**src/rtl/boa_xm_sram_pkg.sv**
```systemverilog
// Shared types for the boa_xm_sram async SRAM bridge: FSM state encoding and wait-counter width.
package boa_xm_sram_pkg;

  localparam int unsigned CNT_W = 4;

  typedef enum logic [2:0] {
    ST_IDLE,
    ST_RD_LO,
    ST_RD_HI,
    ST_WR_LO,
    ST_WR_LO_REC,
    ST_WR_HI,
    ST_WR_HI_REC,
    ST_DONE
  } state_t;

endpackage

```
**src/rtl/boa_mem_bus.sv**
```systemverilog
// 32-bit word memory bus; addr carries only the word-address bits [alen-1:2].
interface boa_mem_bus #(parameter int alen = 24);
  logic            re;
  logic [3:0]      we;
  logic [alen-1:2] addr;
  logic [31:0]     wdata;
  logic [31:0]     rdata;
  logic            ready;

  modport MEM (input re, we, addr, wdata, output rdata, ready);
  modport CPU (output re, we, addr, wdata, input rdata, ready);
endinterface

```
**src/rtl/boa_xm_sram_timer.sv**
```systemverilog
// Loadable wait-state down-counter; o_zero flags the last cycle of a timed SRAM strobe.
module boa_xm_sram_timer
  import boa_xm_sram_pkg::*;
(
  input  logic             i_clk,
  input  logic             i_rst,
  input  logic             i_load,
  input  logic [CNT_W-1:0] i_val,
  output logic             o_zero
);

  logic [CNT_W-1:0] r_cnt;

  always_ff @(posedge i_clk) begin
    if (i_rst) begin
      r_cnt <= '0;
    end else if (i_load) begin
      r_cnt <= i_val;
    end else if (r_cnt != '0) begin
      r_cnt <= r_cnt - CNT_W'(1);
    end
  end

  assign o_zero = (r_cnt == '0);

endmodule

```
**src/rtl/boa_xm_sram.sv**
```systemverilog
// 32-bit bus to 16-bit asynchronous SRAM bridge, two halfword accesses per word.
// Optional BOA_XM_SRAM_WRITE_SKIP_EN: skip halfwords whose byte enables are both clear.
module boa_xm_sram
  import boa_xm_sram_pkg::*;
#(
  parameter int alen        = 24,
  parameter int wait_cycles = 2
) (
  input  logic            clk,
  input  logic            rst,
  boa_mem_bus.MEM         bus,
  output logic [alen-2:0] sram_addr,
  output logic [15:0]     sram_dq_o,
  input  logic [15:0]     sram_dq_i,
  output logic            sram_dq_oe,
  output logic            sram_ce_n,
  output logic            sram_oe_n,
  output logic            sram_we_n,
  output logic            sram_ub_n,
  output logic            sram_lb_n
);

`ifdef BOA_XM_SRAM_WRITE_SKIP_EN
  localparam bit SKIP_EN = 1'b1;
`else
  localparam bit SKIP_EN = 1'b0;
`endif

  localparam logic [CNT_W-1:0] LOAD_VAL = CNT_W'(wait_cycles - 1);

  state_t          r_state;
  state_t          w_state_nxt;
  logic            w_idle_like;
  logic            w_accept;
  logic            w_zero;
  logic            w_load;

  logic [alen-1:2] r_addr;
  logic [3:0]      r_we;
  logic [31:0]     r_wdata;
  logic [31:0]     r_rdata;
  logic [alen-1:2] w_addr_sel;
  logic [3:0]      w_we_sel;
  logic [31:0]     w_wdata_sel;

  logic [alen-2:0] r_sram_addr, w_sram_addr;
  logic [15:0]     r_dq_o, w_dq_o;
  logic            r_dq_oe, w_dq_oe;
  logic            r_ce_n, w_ce_n;
  logic            r_oe_n, w_oe_n;
  logic            r_we_n, w_we_n;
  logic            r_ub_n, w_ub_n;
  logic            r_lb_n, w_lb_n;

  assign w_idle_like = (r_state == ST_IDLE) || (r_state == ST_DONE);
  assign w_accept    = w_idle_like && (bus.re || (bus.we != 4'b0000));

  // Pin registers for the first strobe cycle are loaded at the acceptance edge,
  // so they take the bus fields directly then and the latched copies afterwards.
  assign w_addr_sel  = w_accept ? bus.addr  : r_addr;
  assign w_we_sel    = w_accept ? bus.we    : r_we;
  assign w_wdata_sel = w_accept ? bus.wdata : r_wdata;

  assign w_load = (w_state_nxt != r_state);

  boa_xm_sram_timer u_timer (
    .i_clk  (clk),
    .i_rst  (rst),
    .i_load (w_load),
    .i_val  (LOAD_VAL),
    .o_zero (w_zero)
  );

  always_comb begin
    w_state_nxt = r_state;
    case (r_state)
      ST_IDLE, ST_DONE: begin
        w_state_nxt = ST_IDLE;
        if (w_accept) begin
          if (bus.we != 4'b0000) begin
            w_state_nxt = (SKIP_EN && (bus.we[1:0] == 2'b00)) ? ST_WR_HI : ST_WR_LO;
          end else begin
            w_state_nxt = ST_RD_LO;
          end
        end
      end
      ST_RD_LO:     if (w_zero) w_state_nxt = ST_RD_HI;
      ST_RD_HI:     if (w_zero) w_state_nxt = ST_DONE;
      ST_WR_LO:     if (w_zero) w_state_nxt = ST_WR_LO_REC;
      ST_WR_LO_REC: w_state_nxt = (SKIP_EN && (r_we[3:2] == 2'b00)) ? ST_DONE : ST_WR_HI;
      ST_WR_HI:     if (w_zero) w_state_nxt = ST_WR_HI_REC;
      ST_WR_HI_REC: w_state_nxt = ST_DONE;
      default:      w_state_nxt = ST_IDLE;
    endcase
  end

  // SRAM pin values for the state being entered; registered below.
  always_comb begin
    w_ce_n      = 1'b1;
    w_oe_n      = 1'b1;
    w_we_n      = 1'b1;
    w_ub_n      = 1'b1;
    w_lb_n      = 1'b1;
    w_dq_oe     = 1'b0;
    w_sram_addr = r_sram_addr;
    w_dq_o      = r_dq_o;
    case (w_state_nxt)
      ST_RD_LO, ST_RD_HI: begin
        w_ce_n      = 1'b0;
        w_oe_n      = 1'b0;
        w_ub_n      = 1'b0;
        w_lb_n      = 1'b0;
        w_sram_addr = {w_addr_sel, (w_state_nxt == ST_RD_HI)};
      end
      ST_WR_LO, ST_WR_LO_REC: begin
        w_ce_n      = 1'b0;
        w_we_n      = (w_state_nxt != ST_WR_LO);
        w_dq_oe     = 1'b1;
        w_ub_n      = ~w_we_sel[1];
        w_lb_n      = ~w_we_sel[0];
        w_sram_addr = {w_addr_sel, 1'b0};
        w_dq_o      = w_wdata_sel[15:0];
      end
      ST_WR_HI, ST_WR_HI_REC: begin
        w_ce_n      = 1'b0;
        w_we_n      = (w_state_nxt != ST_WR_HI);
        w_dq_oe     = 1'b1;
        w_ub_n      = ~w_we_sel[3];
        w_lb_n      = ~w_we_sel[2];
        w_sram_addr = {w_addr_sel, 1'b1};
        w_dq_o      = w_wdata_sel[31:16];
      end
      default: ;
    endcase
  end

  always_ff @(posedge clk) begin
    if (rst) begin
      r_state     <= ST_IDLE;
      r_addr      <= '0;
      r_we        <= '0;
      r_wdata     <= '0;
      r_rdata     <= '0;
      r_sram_addr <= '0;
      r_dq_o      <= '0;
      r_dq_oe     <= 1'b0;
      r_ce_n      <= 1'b1;
      r_oe_n      <= 1'b1;
      r_we_n      <= 1'b1;
      r_ub_n      <= 1'b1;
      r_lb_n      <= 1'b1;
    end else begin
      r_state     <= w_state_nxt;
      r_sram_addr <= w_sram_addr;
      r_dq_o      <= w_dq_o;
      r_dq_oe     <= w_dq_oe;
      r_ce_n      <= w_ce_n;
      r_oe_n      <= w_oe_n;
      r_we_n      <= w_we_n;
      r_ub_n      <= w_ub_n;
      r_lb_n      <= w_lb_n;
      if (w_accept) begin
        r_addr  <= bus.addr;
        r_we    <= bus.we;
        r_wdata <= bus.wdata;
      end
      if ((r_state == ST_RD_LO) && w_zero) r_rdata[15:0]  <= sram_dq_i;
      if ((r_state == ST_RD_HI) && w_zero) r_rdata[31:16] <= sram_dq_i;
    end
  end

  assign bus.ready  = w_idle_like;
  assign bus.rdata  = r_rdata;
  assign sram_addr  = r_sram_addr;
  assign sram_dq_o  = r_dq_o;
  assign sram_dq_oe = r_dq_oe;
  assign sram_ce_n  = r_ce_n;
  assign sram_oe_n  = r_oe_n;
  assign sram_we_n  = r_we_n;
  assign sram_ub_n  = r_ub_n;
  assign sram_lb_n  = r_lb_n;

endmodule

```
**src/flat_wrapper.sv**
```systemverilog
// flat-port wrapper written by rule: the top's interface ports become plain ports
module boa_xm_sram_flat import boa_xm_sram_pkg::*;
#(
  parameter int alen        = 24,
  parameter int wait_cycles = 2
)
  (clk, rst, sram_addr, sram_dq_o, sram_dq_i, sram_dq_oe, sram_ce_n, sram_oe_n, sram_we_n, sram_ub_n, sram_lb_n, bus_re, bus_we, bus_addr, bus_wdata, bus_rdata, bus_ready);
  boa_mem_bus #(.alen(alen)) bus_i ();
  input  logic clk;
  input  logic rst;
  output logic [alen-2:0] sram_addr;
  output logic [15:0] sram_dq_o;
  input  logic [15:0] sram_dq_i;
  output logic sram_dq_oe;
  output logic sram_ce_n;
  output logic sram_oe_n;
  output logic sram_we_n;
  output logic sram_ub_n;
  output logic sram_lb_n;
  input wire logic [$bits(bus_i.re)-1:0] bus_re;
  input wire logic [$bits(bus_i.we)-1:0] bus_we;
  input wire logic [$bits(bus_i.addr)-1:0] bus_addr;
  input wire logic [$bits(bus_i.wdata)-1:0] bus_wdata;
  output wire logic [$bits(bus_i.rdata)-1:0] bus_rdata;
  output wire logic [$bits(bus_i.ready)-1:0] bus_ready;
  assign bus_i.re = bus_re;
  assign bus_i.we = bus_we;
  assign bus_i.addr = bus_addr;
  assign bus_i.wdata = bus_wdata;
  assign bus_rdata = bus_i.rdata;
  assign bus_ready = bus_i.ready;
  boa_xm_sram #(.alen(alen), .wait_cycles(wait_cycles)) u_core (.clk(clk), .rst(rst), .bus(bus_i), .sram_addr(sram_addr), .sram_dq_o(sram_dq_o), .sram_dq_i(sram_dq_i), .sram_dq_oe(sram_dq_oe), .sram_ce_n(sram_ce_n), .sram_oe_n(sram_oe_n), .sram_we_n(sram_we_n), .sram_ub_n(sram_ub_n), .sram_lb_n(sram_lb_n));
endmodule
```
**config.mk**
```make
export PLATFORM = sky130hd
export DESIGN_NAME = boa_xm_sram_flat
export DESIGN_NICKNAME = d
export VERILOG_FILES = /design/src/rtl/boa_xm_sram_pkg.sv /design/src/rtl/boa_mem_bus.sv /design/src/rtl/boa_xm_sram_timer.sv /design/src/rtl/boa_xm_sram.sv /design/src/flat_wrapper.sv
export SDC_FILE = /design/constraint.sdc
export NUM_CORES = 1
export LEC_CHECK = 0
export CAP_MARGIN = 15
export CORE_UTILIZATION = 40
export CTS_CLUSTER_DIAMETER = 40
export CTS_CLUSTER_SIZE = 24
export DETAILED_ROUTE_END_ITERATION = 8
export PLACE_DENSITY = 0.72
export SLEW_MARGIN = 10
export SYNTH_ARGS = -nofsm -noshare
export SYNTH_HDL_FRONTEND = slang
export SYNTH_SLANG_ARGS = --single-unit
```
**constraint.sdc**
```tcl
create_clock -name clk -period 1.85 [get_ports clk]
set_input_delay 0.185 -clock clk [delete_from_list [all_inputs] [get_ports clk]]
set_output_delay 0.185 -clock clk [all_outputs]
set_load 0.005 [all_outputs]
```
==> metrics <==
reg2reg setup slack 0.02 ns; slew margin rel. 69.9%; final period utilization 98.7%; Post-synth top cells 142 x dfxtp_1, 93 x nand2_1, 68 x nor2_1, 63 x a21oi_1, 57 x mux2i_1; initial antenna violation count 0; die height 119 um; R2R depth 6; worst skew pair latency 0.41 ns; Post-Syn Nets 666; register area share after synthesis 52.1%; required time worst endpoint 2.14 ns; Setup CP Type reg2reg; fin crit period 1.83 ns; YS warnings 0; Post-Syn Instances 588; crit path from u_core.r_state[1]$_SDFF_PP0_; crit path max fanout 10; Area Overhead vs Synth 49.0%; DRC 0; Crit. End Element register; Hold-fix buffers, CTS 0; Startpoint Class register; crit path DAT 2.12 ns; Hold Startpoint rst; row cnt 42; vias per inst 5.03; Primary FF master, synth dfxtp_1; EDFF count, synth 0; fmax 0.548 GHz; worst reg2reg path startpoint u_core.r_state[1]$_SDFF_PP0_; IO buf count 154; setup TNS 0 ns; total CTS buffers 17; GPL Wtd Cong 0.794; post-layout instance area 8130 um2; vias 4777; Post-Syn Area 5460 um2; unrepaired setup endpoints after global routing true; post-synth top area cell dfxtp_1; worst setup path end u_core.sram_ub_n$_SDFF_PP1_; count leader, synth dfxtp_1; WL/cell 15.6 um; CTS Sinks 142; nets 840; P per Cell Area 1850 nW/um2; Hold Worst Slack 0.176 ns; Die X 119 um; H-tree Lvls 4; Max Slew Vio Count 0; CTS tree done; Reg-to-Reg End u_core.sram_ub_n$_SDFF_PP1_; endpoints failing setup 0; CP most frequent cell buf_12; status completed; Worst path max stage delay 0.41 ns; I/O Pins 155; Clock Skew 0.00884 ns; Synth Area per Inst 9.28 um2; drt first-iter violations 259; Post-DRT Antenna Nets 0; Leak Pwr 0.00324 uW; Fill cells 1088; first-pass detailed-route iteration total 4; largest net degree at the start of global routing 37; Post-DP HPWL 10000 um; dpl cell area 7400 um2; peak supply drop 1.05 mV; Worst Tran Pin Value 0.451 ns; Starting Density 41.1%; Critical-path top delay cell or3_4; top-area cell type share of the netlist area 52.1%; die area 14100 um2; global-route wire length before repair 23500 um; Core ar. 13300 um2; vias in the first global route 4811; grt ovf 0; critical path cell sequence or3_4 -> o2bb2ai_4 -> buf_12 -> buf_12 -> mux2i_1 -> a2111o_1; GRT Total Usage 21.1%; routed wire length 14800 um; ant diodes 0; clk root buf clkbuf_16; Yosys cell types 44; count of state elements after synthesis 142; Final Hold Viols 0; layout cells sized above 1 15.5%; clock tree buffer depth 2; Synth area leaders dfxtp_1 52%, mux2i_1 10%, nand2_1 6.4%; clk slew on worst S/H paths 0.05 ns; worst min-delay path class in2reg; max cap viols 0; share of flip-flops with an asynchronous set or reset 0%
layout by cell type (no fill, tap or decap), drive strengths merged, types with 2 or more instances in the layout:
cell / n
and2: 2
clkinvlp: 2
nand2b: 2
mux2i: 57
o221ai: 16
inv: 22
clkbuf: 25
a2111o: 2
a21o: 3
and3: 2
buf: 48
a21oi: 63
dfxtp: 142
or3: 2
nor2: 68
nor2b: 2
o21a: 3
nor4: 3
nor3: 4
a31oi: 2
o211ai: 3
nand3: 4
a211oi: 22
nand2: 93
xnor2: 3
o21ai: 8
clkdlybuf4s50: 152
clkinv: 2
what timing repair did:
item                       in CTS  in global routing
setup endpoints to repair      62                 37
pin swaps                       2                  5
buffers inserted                2                  2
cloned                          1                  2
resized for setup               6                 27
state kept, by name, summed over array words and instances, names as in the netlist:
register	count
u_core.sram_dq_o	16
u_core.sram_oe_n	1
u_core.sram_we_n	1
u_core.sram_addr	23
u_core.sram_ce_n	1
u_core.sram_ub_n	1
u_core.bus.rdata	32
u_core.sram_lb_n	1
u_core.r_we	4
u_core.r_state	3
u_core.u_timer.r_cnt	4
u_core.sram_dq_oe	1
u_core.r_addr	22
u_core.r_wdata	32
metal layers:
layer	vias up	part of all wire (%)	GRT usage, %
met5	-	0	0
met4	0	1.6	7.12
met3	19	5.4	6.90
met2	127	49	35.0
met1	2266	44	25.7
li1	2365	-	-
cell type report:
type / count / area (um2) / area share, %
Clock buffer: 25 / 515 / 6.34
Clock inverter: 5 / 55.1 / 0.677
Inverter: 22 / 82.6 / 1.02
Multi-Input combinational cell: 378 / 2420 / 29.7
Sequential cell: 142 / 2850 / 35.0
Tap cell: 176 / 220 / 2.71
Timing Repair Buffer: 201 / 1990 / 24.5
how the worst min path moves through the flow:
stage	end	slack, ns	cells past startpoint
floorplan	u_core.r_we[2]$_SDFF_PP0_	0.32	2
global placement	u_core.sram_dq_o[3]$_SDFFE_PP0P_	0.44	2
detailed placement	u_core.bus.rdata[19]$_SDFFE_PP0P_	0.45	2
CTS	u_core.r_wdata[29]$_SDFF_PP0_	0.15	2
global route	u_core.r_wdata[15]$_SDFF_PP0_	0.19	2
finish	u_core.r_wdata[29]$_SDFF_PP0_	0.18	2
logic make-up (layout without fill, tap and decap cells):
group	count (synthesis)	count (layout)	share of synthesized area, %
AO/OA/AOI/OAI	132	132	17.4
multiplexers	57	57	10.5
buffers and inverters	69	253	5.71
AND/OR/NAND/NOR	184	185	13.7
XOR/XNOR	3	3	0.482
adder cells (fa/ha/maj)	1	1	0.229
flip-flops	142	142	52.1
report_power, final:
| group | internal, uW | leakage [uW] | switching, uW | total (uW) |
|---|---|---|---|---|
| clock network | 2040 | 0.000277 | 1210 | 3250 |
| logic | 3760 | 0.00180 | 3310 | 7080 |
| registers | 4190 | 0.00117 | 539 | 4730 |
| total | 10000 | 0.00324 | 5060 | 15100 |
worst max-delay path: cells and delay by family, from the launching register on:
kind	cells	cell delay, ns
multiplexers	1	0.15
buffers and inverters	2	0.28
AND/OR/NAND/NOR	1	0.41
AO/OA/AOI/OAI	2	0.52
flip-flops	1	0.34
per-stage QoR:
step / setup slack (ns) / instances / util (%) / power, uW
after floorplan: -0.0351 / 588 / - / 8580
after global placement: -0.489 / 913 / 55.6 / 11100
after detailed placement: -0.554 / 913 / 55.6 / 11400
after CTS: 0.00150 / 946 / 60.3 / 14800
after global routing: -0.0202 / 949 / 61.2 / 16000
final: 0.0238 / 949 / 61.2 / 15100
No activity file was read; power rests on OpenSTA's default activity.
==> patch 1: new RTL, same flow settings <==
`alen` is set to 24 in 3 places; all go to 12.
--- a/src/rtl/boa_mem_bus.sv
+++ b/src/rtl/boa_mem_bus.sv
@@ -1,4 +1,4 @@
 // 32-bit word memory bus; addr carries only the word-address bits [alen-1:2].
-interface boa_mem_bus #(parameter int alen = 24);
+interface boa_mem_bus #(parameter int alen = 12);
   logic            re;
   logic [3:0]      we;
--- a/src/rtl/boa_xm_sram.sv
+++ b/src/rtl/boa_xm_sram.sv
@@ -4,5 +4,5 @@
   import boa_xm_sram_pkg::*;
 #(
-  parameter int alen        = 24,
+  parameter int alen        = 12,
   parameter int wait_cycles = 2
 ) (
--- a/src/flat_wrapper.sv
+++ b/src/flat_wrapper.sv
@@ -2,5 +2,5 @@
 module boa_xm_sram_flat import boa_xm_sram_pkg::*;
 #(
-  parameter int alen        = 24,
+  parameter int alen        = 12,
   parameter int wait_cycles = 2
 )
Interface: changed (resized bus_addr and sram_addr); port bits go from 155 to 131. The function was not compared with the original's and may differ.
==> patch 1 against the original RTL <==
  * Non-clock buffer count fell by 17
  * Area after synthesis fell by 18%
  * Sequential cell count fell by 24
  * Sequential share of layout area fell by 1.8 points
  * Worst setup slack got worse by 14 ps
  * Combinational power fell by 20%
  * Hold slack improved by 22 ps
  * Wire length fell by 19%
  * Largest cell class unchanged
  * Synthesized cell count fell by 22%
  * Power fell by 16%
  * Final area fell by 12%
  * First-iteration DRC count fell by 25%
  * Highest routed layer unchanged
==> patch 1: results (changes against the original RTL) <==
status complete, no violations; CP Max Fanout 5 (-5); Crit path arrival time 2230 ps (+110 ps); CTS buffer count 17 (unchanged); Synth area leaders dfxtp_1 53%, mux2i_1 14%, nor2_1 8.5%; DRT iter0 DRCs 193 (-25%); FF-to-FF path depth 7 (+1); I/O Buffers 130 (-16%); Routed met1 length 5048 um (-22%); synthesized area per cell 9.710 um2 (+4.6%); Reg-to-Reg End u_core.sram_dq_o[0]$_SDFFE_PP0P_; Placed Area 6163 um2 (-17%); # nets final 698 (-17%); post-synthesis compound-gate area fraction 11.93% (-5.4 points); post-synthesis sequential area ratio 52.89% (+0.80 points); Worst VDD drop 0.9476 mV (-9.9%); synth cell count leaders 118 x dfxtp_1, 101 x nor2_1, 62 x mux2i_1, 40 x nand2_1, 25 x a21oi_1; post-synthesis async set-or-reset flop share 0% (unchanged); met2 routed WL 6037 um (-17%); Final HPWL DP 7508 um (-25%); Placed Instances 736 (-19%); clk slew on worst S/H paths 60 ps; hold_ws 198.7 ps (+22.40 ps); Yosys cell types 45 (+2.3%); met1 usage in global routing 24.22% (-1.5 points); Slew Limit Headroom 54.80% (-15 points); Post-Synth Adder-Cell Area 0.2801% (+0.051 points); WL met3 813 um (+2.4%); r2r startpoint u_core.r_state[0]$_SDFF_PP0_; via count 3994 (-16%); Root Driver clkbuf_8; post-route clock skew 8.654 ps (-0.1901 ps); met3 global-route usage 7.809% (+0.91 points); pin count of the biggest net entering global routing 101 (+170%); die area 11590 um2 (-18%); GRT Total Usage 20.69% (-0.43 points); Worst-Skew Late Latency 510 ps (+100 ps); number of global-route vias before repair 3929 (-18%); Syn Nets 526 (-21%); P_leak 2.882 nW (-11%); Synth Area in XOR/XNOR 0.3922% (-0.089 points); min-delay src rst; first-pass GRT wire length 18530 um (-21%); Max Used Layer met4; Non-Filler Instances 785 (-17%); Min-Delay Endpoint u_core.r_wdata[18]$_SDFF_PP0_; Setup WS pre-CTS -594.2 ps (-39.87 ps); post-synthesis mux area share 13.89% (+3.4 points); GR Layer Usage met2 35.16% (+0.15 points); WL final 12060 um (-19%); share of cells above drive strength 1 19.38% (+3.9 points); global placement routability congestion 0.8068 (+1.6%); DR pass1 iterations 6 (+2); worst hold stages 3 (+1)
[patch 1: changes by cell type after synthesis, sizes merged, moves of 5 or more]
cell / change
a221o: +15
nor2: +34
clkbuf: -17
nand2: -53
inv: -15
mux2i: +5
dfxtp: -24
a211oi: -11
o221ai: -16
a21oi: -38
[patch 1: layout make-up]
cell class	count	area, um2
fillers	850	3684
flip-flops and latches	118	2375
multi-input cells	304	2068
repair buffers	184	1914
clock buffers	20	445.4
well taps	140	175.2
clock inverters	12	152.6
inverters	7	26.28
[patch 1: worst max-delay path by stage]
stage / to / slack (ps)
floorplan: u_core.bus.rdata[22]$_SDFFE_PP0P_ / 2
global placement: u_core.sram_dq_o[15]$_SDFFE_PP0P_ / -480
finish: u_core.sram_dq_o[0]$_SDFFE_PP0P_ / 10
detailed placement: u_core.sram_dq_o[3]$_SDFFE_PP0P_ / -590
global route: u_core.sram_dq_o[11]$_SDFFE_PP0P_ / -60
CTS: u_core.sram_dq_o[12]$_SDFFE_PP0P_ / -20
[patch 1: critical path, stage by stage, from the launching register on]
cell,delay (ps)
dfxtp_4,360
and3_4,200
o22ai_4,220
buf_6,160
buf_16,130
mux2i_4,210
nor2_2,70
a221o_1,360
[patch 1: cells by family (layout without fill, tap and decap cells)]
logic type,after synthesis,in the layout
adder cells (fa/ha/maj),1,1
buffers and inverters,38,223
XOR/XNOR,2,2
AO/OA/AOI/OAI,73,73
flip-flops,118,118
multiplexers,62,62
AND/OR/NAND/NOR,166,166
[patch 1: where the power goes]
part / switching, W / internal, W
sequential: 0.000405 / 0.00333
combinational: 0.00241 / 0.00326
clock: 0.00114 / 0.00212
total: 0.00396 / 0.00871
[patch 1: timing repair]
item	in CTS	in global routing
setup buffers	7	7
pin swaps	2	13
gates resized for setup	23	28
endpoints found under the setup margin	39	58
gates cloned	3	2
==> patch 2: new RTL, same flow settings <==
Without the edit above. Make the reset (`i_rst` and `rst`) asynchronous in 2 clocked blocks.
--- a/src/rtl/boa_xm_sram_timer.sv
+++ b/src/rtl/boa_xm_sram_timer.sv
@@ -12,5 +12,5 @@
   logic [CNT_W-1:0] r_cnt;
 
-  always_ff @(posedge i_clk) begin
+  always_ff @(posedge i_clk or posedge i_rst) begin
     if (i_rst) begin
       r_cnt <= '0;
--- a/src/rtl/boa_xm_sram.sv
+++ b/src/rtl/boa_xm_sram.sv
@@ -135,5 +135,5 @@
   end
 
-  always_ff @(posedge clk) begin
+  always_ff @(posedge clk or posedge rst) begin
     if (rst) begin
       r_state     <= ST_IDLE;
Check against the original RTL: differs if rst is asserted again (counterexample within 4 cycles, from zero or initial values and one cycle with rst high); with rst held inactive, the same outputs for 10 cycles.
==> patch 2 against the original RTL <==
  * The flow now finishes with violations (setup timing)
  * Area after synthesis increased by 4.7%
  * Core utilization increased by 2.5 points
  * Worst setup slack got worse by 100 ps
  * Clock power increased by 11%
  * Sequential cell count unchanged
  * Final area increased by 9.1%
  * Combinational power increased by 12%
  * Wire length decreased by 5.8%
  * Power increased by 13%
  * Highest routed layer unchanged
==> patch 2: results (changes against the original RTL) <==
# nets final 680 (-19%); Setup WS pre-CTS -593.7 ps (-39.39 ps); initial antenna violation count 1 (+1); Placed Area 7926 um2 (+7.2%); Critical path origin u_core.u_timer.r_cnt[0]$_DFFE_PP0P_; internal power 0.01199 W (+20%); I/O Buffers 154 (unchanged); routed len/inst 17.54 um (+12%); FF-to-FF path depth 8 (+2); Clock Path Buffers 2 (unchanged); Worst-Skew Late Latency 420 ps; Crit path arrival time 2220 ps (+100 ps); Synth area leaders dfrtp_1 60%, mux2_1 11%, mux2_2 7.5%; Slew @ Worst Pin 443.0 ps (-8.336 ps); Setup WS post-layout -75.91 ps (-99.72 ps); violated checks setup timing; clk slew on worst S/H paths 60 ps; GRT Total Usage 19.84% (-1.3 points); number of global-route vias before repair 4471 (-7.1%); hold crit path type in -> async; share of cells above drive strength 1 31.71% (+16 points); Syn Nets 479 (-28%); Yosys cell types 47 (+6.8%); Final HPWL DP 8847 um (-12%); pin count of the biggest net entering global routing 85 (+130%); status finished with violations; synth warn 0 (unchanged); WL final 13960 um (-5.8%); synth cell count leaders 137 x dfrtp_1, 58 x mux2_1, 38 x mux2_2, 22 x inv_1; htree depth 4 (unchanged); DR pass1 iterations 6 (+2); r2r startpoint u_core.u_timer.r_cnt[0]$_DFFE_PP0P_; via count 3993 (-16%); Worst VDD drop 0.8203 mV (-22%); Reg-to-Reg End u_core.sram_addr[19]$_DFFE_PP0P_; first-pass GRT wire length 22320 um (-5.1%); Placed Instances 754 (-17%); Setup crit end kind flip-flop; Cells after Synth 401 (-32%); post-synthesis sequential area ratio 62.28% (+10 points); P_leak 4.021 nW (+24%); post-synthesis async set-or-reset flop share 100.0% (+100 points); Post-Route Setup TNS -1924 ps (-1924 ps); Root Driver clkbuf_16; DRT iter0 DRCs 177 (-32%); Post-synth top flop dfrtp_1; CP Max Fanout 8 (-2); global placement routability congestion 0.7777 (-2.1%); CTS buffer count 17 (unchanged); Final Setup Violations 37 (+37); post-route clock skew 6.717 ps (-2.127 ps)
-- patch 2: cell types whose count changed after synthesis, moves of 55 or more --
cell,before,now
nand2_1,93,8
dfxtp_1,142,0
dfrtp_1,0,137
mux2_1,0,58
a21oi_1,63,8
nor2_1,68,8
-- patch 2: repair_timing --
item / in CTS / in global routing
setup endpoints to repair: 90 / 88
cloned: 2 / 2
pin swaps: 6 / 4
gates resized for setup: 49 / 18
buffers inserted: 9 / 1
-- patch 2: per-layer routing --
metal	vias up	wire (um)	GRT usage (%)
li1	1847	-	-
met1	1996	6017	24.29
met2	132	6846	31.68
met3	18	873	6.414
met4	0	221	9.491
met5	-	0	0
-- patch 2: worst min-delay path by stage --
| stage | endpoint | slack [ps] |
|---|---|---|
| after global routing | u_core.r_wdata[12]$_DFF_PP0_ | 260 |
| final | u_core.r_wdata[12]$_DFF_PP0_ | 230 |
| after floorplan | u_core.sram_oe_n$_DFF_PP1_ | 250 |
| after global placement | u_core.r_wdata[9]$_DFF_PP0_ | 460 |
| after detailed placement | u_core.r_addr[18]$_DFF_PP0_ | 470 |
| after CTS | u_core.r_wdata[13]$_DFF_PP0_ | 230 |
-- patch 2: metrics by stage --
stage               utilization, %  power, W
detailed placement           56.88   0.01260
global route                 63.67   0.01810
CTS                          63.28   0.01702
global placement             56.88   0.01229
finish                       63.67   0.01708
floorplan                        -  0.009323
-- patch 2: kinds of logic after synthesis --
| logic type | Yosys count | synth area share [%] |
|---|---|---|
| multiplexers | 112 | 21.72 |
| XOR/XNOR | 1 | 0.1533 |
| AO/OA/AOI/OAI | 61 | 7.815 |
| buffers and inverters | 44 | 3.787 |
| flip-flops | 142 | 62.28 |
| adder cells (fa/ha/maj) | 1 | 0.2189 |
| AND/OR/NAND/NOR | 40 | 4.028 |
-- patch 2: area by class of cell --
type,count,area [um2]
multi-input combinational,215,2242
antenna,1,2.502
clock inverter,12,185.2
timing repair buffer,204,2125
fill,1012,5062
inverter,22,86.33
tap,180,225.2
sequential,142,3560
clock buffer,20,446.7
-- patch 2: power by group through the flow --
stage / clock network, W / logic (W) / registers (W)
2_1_floorplan: 0 / 0.00386 / 0.00546
3_3_place_gp: 0 / 0.00683 / 0.00546
3_5_place_dp: 0 / 0.00706 / 0.00554
4_1_cts: 0.00370 / 0.00779 / 0.00553
5_1_grt: 0.00383 / 0.00856 / 0.00571
6_report: 0.00361 / 0.00793 / 0.00554
-- patch 2: critical path: stages (launching register included) --
cell,delay (ps)
dfrtp_1,360
inv_2,60
ha_4,160
nor3b_2,160
o211a_1,240
nor3b_4,220
buf_12,170
buf_12,140
mux2_4,300
